**src/rtl/seq_chunk_subtractor_pkg.sv**
```systemverilog
// Shared types and sizing helpers for the chunked subtractor.
package seq_chunk_subtractor_pkg;

  typedef enum logic {
    IDLE = 1'b0,
    RUN  = 1'b1
  } state_t;

  function automatic int num_chunks(input int n, input int k);
    return (n + k - 1) / k;
  endfunction

  // A single-chunk configuration still needs a one-bit index register.
  function automatic int idx_width(input int m);
    return (m > 1) ? $clog2(m) : 1;
  endfunction

endpackage

```
**src/rtl/seq_chunk_subtractor_if.sv**
```systemverilog
// Start/done handshake plus operand and result bus of the chunked subtractor.
interface seq_chunk_subtractor_if #(
  parameter int N = 50
);
  logic         start;
  logic [N-1:0] x;
  logic [N-1:0] y;
  logic         bin;
  logic [N-1:0] diff;
  logic         bout;
  logic         ovf;
  logic         busy;
  logic         done;

  modport master (
    output start, x, y, bin,
    input  diff, bout, ovf, busy, done
  );

  modport slave (
    input  start, x, y, bin,
    output diff, bout, ovf, busy, done
  );
endinterface

```
**src/rtl/seq_chunk_subtractor_cla.sv**
```systemverilog
// Combinational K-bit carry-lookahead adder; on the last (possibly narrower)
// chunk the unused upper lanes are masked and cout comes from the top live lane.
module sub_chunk_cla #(
  parameter int K      = 10,
  parameter int LAST_W = 10
) (
  input  logic [K-1:0] a,
  input  logic [K-1:0] b,
  input  logic         cin,
  input  logic         last,
  output logic [K-1:0] sum,
  output logic         cout
);

  localparam logic [K-1:0] FULL_MASK = {K{1'b1}};
  localparam logic [K-1:0] LAST_MASK = FULL_MASK >> (K - LAST_W);

  logic [K-1:0] mask;
  logic [K-1:0] gm;
  logic [K-1:0] pm;
  logic [K:0]   c;
  logic         run_g;
  logic         run_p;

  assign mask = last ? LAST_MASK : FULL_MASK;
  assign gm   = a & b & mask;
  assign pm   = (a ^ b) & mask;

  // Each carry is the flat sum of products of generate/propagate terms.
  always_comb begin
    c     = '0;
    run_g = 1'b0;
    run_p = 1'b1;
    c[0]  = cin;
    for (int i = 0; i < K; i++) begin
      run_g = 1'b0;
      run_p = 1'b1;
      for (int j = i; j >= 0; j--) begin
        run_g = run_g | (gm[j] & run_p);
        run_p = run_p & pm[j];
      end
      c[i+1] = run_g | (run_p & cin);
    end
  end

  assign sum  = (pm ^ c[K-1:0]) & mask;
  assign cout = last ? c[LAST_W] : c[K];

endmodule

```
**src/rtl/seq_chunk_subtractor.sv**
```systemverilog
// Multi-cycle x - y - bin, one K-bit chunk per clock with the borrow kept
// as a registered carry between chunks (x + ~y + ~bin).
module seq_chunk_subtractor
  import seq_chunk_subtractor_pkg::*;
#(
  parameter int N = 50,
  parameter int K = 10
) (
  input  logic                   clk,
  input  logic                   rst_n,
  seq_chunk_subtractor_if.slave  bus
);

  localparam int M      = num_chunks(N, K);
  localparam int IW     = idx_width(M);
  localparam int PW     = M * K;
  localparam int LAST_W = N - (M - 1) * K;
  localparam logic [IW-1:0] LAST_IDX = IW'(M - 1);

  state_t        state;
  state_t        state_d;
  logic          load;
  logic          step;
  logic          finish;

  logic [IW-1:0] idx;
  logic [PW-1:0] xr;
  logic [PW-1:0] yr;
  logic [PW-1:0] acc;
  logic [PW-1:0] acc_d;
  logic          carry;

  logic [N-1:0]  diff_r;
  logic          bout_r;
  logic          ovf_r;
  logic          done_r;

  logic [K-1:0]  a_chunk;
  logic [K-1:0]  b_chunk;
  logic [K-1:0]  sum_chunk;
  logic          cout;
  logic          last_chunk;

  assign last_chunk = (idx == LAST_IDX);
  assign a_chunk    = xr[idx*K +: K];
  assign b_chunk    = ~yr[idx*K +: K];

  sub_chunk_cla #(
    .K      (K),
    .LAST_W (LAST_W)
  ) u_cla (
    .a    (a_chunk),
    .b    (b_chunk),
    .cin  (carry),
    .last (last_chunk),
    .sum  (sum_chunk),
    .cout (cout)
  );

  // The final diff includes the chunk being computed this cycle.
  always_comb begin
    acc_d              = acc;
    acc_d[idx*K +: K]  = sum_chunk;
  end

  always_comb begin
    state_d = state;
    load    = 1'b0;
    step    = 1'b0;
    finish  = 1'b0;
    case (state)
      IDLE: begin
        if (bus.start) begin
          load    = 1'b1;
          state_d = RUN;
        end
      end
      RUN: begin
        step = 1'b1;
        if (last_chunk) begin
          finish  = 1'b1;
          state_d = IDLE;
        end
      end
      default: state_d = IDLE;
    endcase
  end

  always_ff @(posedge clk) begin
    if (!rst_n) begin
      state <= IDLE;
    end else begin
      state <= state_d;
    end
  end

  always_ff @(posedge clk) begin
    if (!rst_n) begin
      idx    <= '0;
      xr     <= '0;
      yr     <= '0;
      acc    <= '0;
      carry  <= 1'b0;
      diff_r <= '0;
      bout_r <= 1'b0;
      ovf_r  <= 1'b0;
      done_r <= 1'b0;
    end else begin
      done_r <= finish;
      if (load) begin
        xr    <= PW'(bus.x);
        yr    <= PW'(bus.y);
        carry <= ~bus.bin;
        idx   <= '0;
        acc   <= '0;
      end else if (step) begin
        carry <= cout;
        acc   <= acc_d;
        idx   <= last_chunk ? '0 : idx + 1'b1;
      end
      // Results are only ever published here, so partial sums stay hidden.
      if (finish) begin
        diff_r <= acc_d[N-1:0];
        bout_r <= ~cout;
        ovf_r  <= (xr[N-1] != yr[N-1]) && (acc_d[N-1] != xr[N-1]);
      end
    end
  end

  assign bus.diff = diff_r;
  assign bus.bout = bout_r;
  assign bus.ovf  = ovf_r;
  assign bus.done = done_r;
  assign bus.busy = (state == RUN);

endmodule

```
**src/flat_wrapper.sv**
```systemverilog
// flat-port wrapper written by rule: the top's interface ports become plain ports
module seq_chunk_subtractor_flat import seq_chunk_subtractor_pkg::*;
#(
  parameter int N = 50,
  parameter int K = 10
)
  (clk, rst_n, bus_start, bus_x, bus_y, bus_bin, bus_diff, bus_bout, bus_ovf, bus_busy, bus_done);
  seq_chunk_subtractor_if #(.N(N)) bus_i ();
  input  logic clk;
  input  logic rst_n;
  input wire logic [$bits(bus_i.start)-1:0] bus_start;
  input wire logic [$bits(bus_i.x)-1:0] bus_x;
  input wire logic [$bits(bus_i.y)-1:0] bus_y;
  input wire logic [$bits(bus_i.bin)-1:0] bus_bin;
  output wire logic [$bits(bus_i.diff)-1:0] bus_diff;
  output wire logic [$bits(bus_i.bout)-1:0] bus_bout;
  output wire logic [$bits(bus_i.ovf)-1:0] bus_ovf;
  output wire logic [$bits(bus_i.busy)-1:0] bus_busy;
  output wire logic [$bits(bus_i.done)-1:0] bus_done;
  assign bus_i.start = bus_start;
  assign bus_i.x = bus_x;
  assign bus_i.y = bus_y;
  assign bus_i.bin = bus_bin;
  assign bus_diff = bus_i.diff;
  assign bus_bout = bus_i.bout;
  assign bus_ovf = bus_i.ovf;
  assign bus_busy = bus_i.busy;
  assign bus_done = bus_i.done;
  seq_chunk_subtractor #(.N(N), .K(K)) u_core (.clk(clk), .rst_n(rst_n), .bus(bus_i));
endmodule
```
**config.mk**
```make
export PLATFORM = sky130hd
export DESIGN_NAME = seq_chunk_subtractor_flat
export DESIGN_NICKNAME = d
export VERILOG_FILES = /design/src/rtl/seq_chunk_subtractor_pkg.sv /design/src/rtl/seq_chunk_subtractor_if.sv /design/src/rtl/seq_chunk_subtractor_cla.sv /design/src/rtl/seq_chunk_subtractor.sv /design/src/flat_wrapper.sv
export SDC_FILE = /design/constraint.sdc
export NUM_CORES = 1
export LEC_CHECK = 0
export CAP_MARGIN = 20
export CORE_AREA = 2 2 107 187
export DETAILED_ROUTE_END_ITERATION = 8
export DIE_AREA = 0 0 109 189
export GPL_TIMING_DRIVEN = 0
export HOLD_SLACK_MARGIN = 0.03
export PLACE_DENSITY = 0.79
export SLEW_MARGIN = 0
export SYNTH_ARGS = -nofsm -noshare
export SYNTH_HDL_FRONTEND = slang
export SYNTH_SLANG_ARGS = --single-unit
```
**constraint.sdc**
```tcl
create_clock -name clk -period 6.1 [get_ports clk]
set_clock_uncertainty 0.2 [all_clocks]
set_input_delay 0.61 -clock clk [delete_from_list [all_inputs] [get_ports clk]]
set_output_delay 0.61 -clock clk [all_outputs]
set_load 0.05 [all_outputs]
```
==> metrics.csv <==
stage,metric,value,unit
run_status,status,completed,
sta,actual slew at the worst max-slew pin,1.00,ns
die,Starting Density,0.541,
final_layout,# nets final,1591,
clock_network,maximum clock path buffer count,3,
final_layout,fraction of layout cells with a size suffix above 1,0.0643,
pwr,worst vdd ir,0.000255,V
logic_synthesis,Post-Syn Area,0.0103,sq mm
logic_synthesis,Synth area leaders,"dfxtp_1 40%, nand2_1 12%, a21oi_1 7.8%",
final_layout,area grow syn2layout,24.5,%
logic_synthesis,Synth Register Bits,208,
logic_synthesis,leading area contributor after synthesis,dfxtp_1,
drt,drt wl/cell,21.5,um
setup_path,CP cell instances,buf_2 > buf_2 > buf_2 > clkbuf_4 > mux4_2 > a22oi_1 > ha_1 > o21ai_1 > nor3_2 > o2111a_1 > or3_1 > clkbuf_1 > a31oi_2 > a21oi_1 > a21oi_1 > a311oi_1,
sta,period utilization,0.957,
logic_synthesis,leading cell type by number of instances after synthesis,nand2_1,
place,routability cong.,1.02,
setup_path,Critical Path Stages,16,
logic_synthesis,Syn Area/Cell,8.00,sq um
min_path,worst hold path class,reg2reg,
clock_network,Clock Latency Late Sink,0.50,ns
sta,RSZ-0062 raised after global routing,false,
sta,# setup viols final,0,
drt,total number of vias,10351,
die,row count,67,
clock_network,"Reg clk slew, reported paths",0.06,ns
setup_path,Worst Setup SP,u_core.idx[0],
setup_path,CP Max Fanout,10,
logic_synthesis,Synth top cells by count,"318 x nand2_1, 208 x dfxtp_1, 160 x a21oi_1",
die,die area,0.0206,sq mm
drt,"antenna viol nets, final",0,
setup_path,critical path buffer and inverter count,5,
setup_path,terminus of the critical flop-to-flop path,u_core.acc[3],
clock_network,post-CTS setup buffer count,0,
logic_synthesis,post-synth cell types,75,
drt,metal3 WL,2.02,mm
setup_path,Critical Path Max Stage Delay,0.54,ns
drt,met2 WL,19.2,mm
setup_path,Reg2Reg Depth,16,
setup_path,R2R setup slack,0.26,ns
setup_path,CP required,6.24,ns
drt,met1 WL,12.0,mm
clock_network,TritonCTS clock tree,built,
clock_network,root buffer cell,clkbuf_16,
pwr,Reg power frac,0.416,
final_layout,Antenna Cells,0,
pwr,switching share of power,0.315,
place,count of input and output buffers,156,
setup_path,critical path endpoint,u_core.acc[3],
sta,max-slew violation count,0,
sta,Final min period,5.84,ns
clock_network,H-tree Lvls,1,
global_routing,largest net degree at the start of global routing,15,
final_layout,Filler cells,1605,
clock_network,CTS Buf Count,20,
setup_path,type of element launching the critical path,flip-flop,
sta,final hold vios,0,
sta,f_max,171,MHz
drt,final WL,37.0,mm
final_layout,"Core Util, Final",0.674,
pwr,Static Leakage,0.00454,uW
die,I/O pin count,158,
setup_path,crit path DAT,5.98,ns
die,DIE WIDTH,109,um
logic_synthesis,"Seq/Total Area, Yosys",0.404,
place,HPWL after DPL,29.2,mm
pwr,PwrDens,268,mW/mm^2
global_routing,number of global-route vias before repair,10377,
setup_path,CP max-delay cell,mux4_2,
pwr,Int Power,2350,uW
die,area of the core,0.0190,sq mm
drt,drt pass-1 iters,6,
logic_synthesis,ys async rst share,0,
logic_synthesis,syn_nets,1412,
pwr,power share of the clock group,0.352,
die,die height,189,um
final_layout,register area,0.00416,sq mm
setup_path,"Top cell by count, worst path",buf_2,
logic_synthesis,YS warnings,0,
drt,vias per cell,6.02,
drt,Top Metal Used,met4,
clock_network,# clock sinks,208,
pwr,Switching Power,1080,uW
drt,# DRC,0,
global_routing,first-pass GRT wire length,56.2,mm
setup_path,Crit Reg-Reg Startpoint,u_core.idx[0],
setup_path,CP Capture Type,flip-flop,
logic_synthesis,top_reg_cell synth,dfxtp_1,
logic_synthesis,Post-synth EDFFs,0,
setup_path,Setup Crit Path Kind,reg2reg,
sta,Rel. slew slack,0.329,
job,Max-Cap Viols,0,
logic_synthesis,Synth Instances,1287,
global_routing,Tot GR Track Use,0.358,
logic_synthesis,area share of the largest cell type after synthesis,0.404,
final_layout,Multi-input gate area,0.00577,sq mm
pwr,Logic pwr share,0.233,
drt,initial DRC count,600,
global_routing,remaining global-route overflow,0,
global_routing,initial antenna violation count,0,
sta,setup total negative slack,0,ns
setup_path,critical path's top delay family,compound AO/OA/AOI/OAI gates,
==> kinds of logic after synthesis <==
group                      after synthesis  synth area share
and+or+nand+nor                        516             0.217
muxes                                   61            0.0816
adders and majority gates               21            0.0262
xor gates and xnor gates                 9            0.0117
buffers and inverters                  102            0.0386
DFF                                    208             0.404
AOI/OAI and AO/OA                      370             0.221
==> flip-flops by register name (all words and copies together) (netlist names), 3 cells and up <==
signal / count
u_core.acc: 50
u_core.bus.diff: 50
u_core.idx: 3
u_core.xr: 50
u_core.yr: 50
==> power groups by stage <==
stage / sequential, uW / clock [uW] / combinational, uW
finish: 1430 / 1210 / 798
global route: 1430 / 1260 / 845
CTS: 1430 / 1210 / 777
detailed placement: 1460 / 0 / 769
global placement: 1450 / 0 / 764
floorplan: 1450 / 0 / 478
==> per-layer routing <==
layer  vias up  track usage
li1       4923            -
met2       465        0.652
met3       171       0.0454
met4         0        0.307
met1      4792        0.341
met5         -            0
==> what timing repair did <==
action | CTS | global route
gates resized for setup | 7 | 4
hold buffers | 0 | 0
setup endpoints to repair | 73 | 34
hold endpoints to repair | 0 | 0
==> final cells by class <==
cell class              instances  area share
multi-input cells             977       0.450
flip-flops and latches        208       0.325
repair buffers                157       0.122
clock buffers                  30      0.0467
plain buffers                  91      0.0283
well taps                     241      0.0235
inverters                      11     0.00322
clock inverters                 4     0.00185
==> through the flow <==
step,area [sq um],worst slack (ns),power (uW),hold WS (ns),cells
floorplan,10300,1.17,1930,0.233,1287
global placement,12200,-0.748,2220,0.233,1684
detailed placement,12200,-0.702,2230,0.239,1685
CTS,12800,0.0443,3410,0.255,1719
global route,12800,0.0683,3530,0.270,1719
finish,12800,0.261,3430,0.251,1719
==> worst reg2reg max path: stages (launching register included) <==
cell      delay (ns)
dfxtp_1         0.39
buf_2           0.28
buf_2           0.28
buf_2           0.33
clkbuf_4        0.34
mux4_2          0.55
a22oi_1         0.49
ha_1            0.38
o21ai_1         0.30
nor3_2          0.12
o2111a_1        0.28
or3_1           0.34
clkbuf_1        0.24
a31oi_2         0.41
a21oi_1         0.23
a21oi_1         0.37
a311oi_1        0.14
==> cells in the final DEF, fill, tap and decap left out, types with 18 or more instances in the layout <==
cell type / instances
a21oi_1: 159
clkbuf_1: 77
clkbuf_16: 21
clkdlybuf4s50_1: 156
dfxtp_1: 208
ha_1: 20
mux2i_1: 39
mux4_2: 18
nand2_1: 318
nand3_1: 32
nor2_1: 72
nor3_1: 34
o21ai_0: 71
==> worst min-delay path by stage <==
| stage | slack [ns] | from | depth (start not counted) | end |
|---|---|---|---|---|
| 6_report | 0.25 | u_core.bus.diff[49] | 2 | u_core.bus.diff[49] |
| 5_1_grt | 0.27 | u_core.xr[44] | 2 | u_core.xr[44] |
| 4_1_cts | 0.25 | u_core.xr[23] | 2 | u_core.xr[23] |
| 3_5_place_dp | 0.24 | u_core.bus.diff[15] | 1 | u_core.bus.diff[15] |
| 3_3_place_gp | 0.23 | u_core.bus.diff[31] | 1 | u_core.bus.diff[31] |
| 2_1_floorplan | 0.23 | u_core.xr[20] | 2 | u_core.xr[20] |
(Power assumes the default switching activity.)
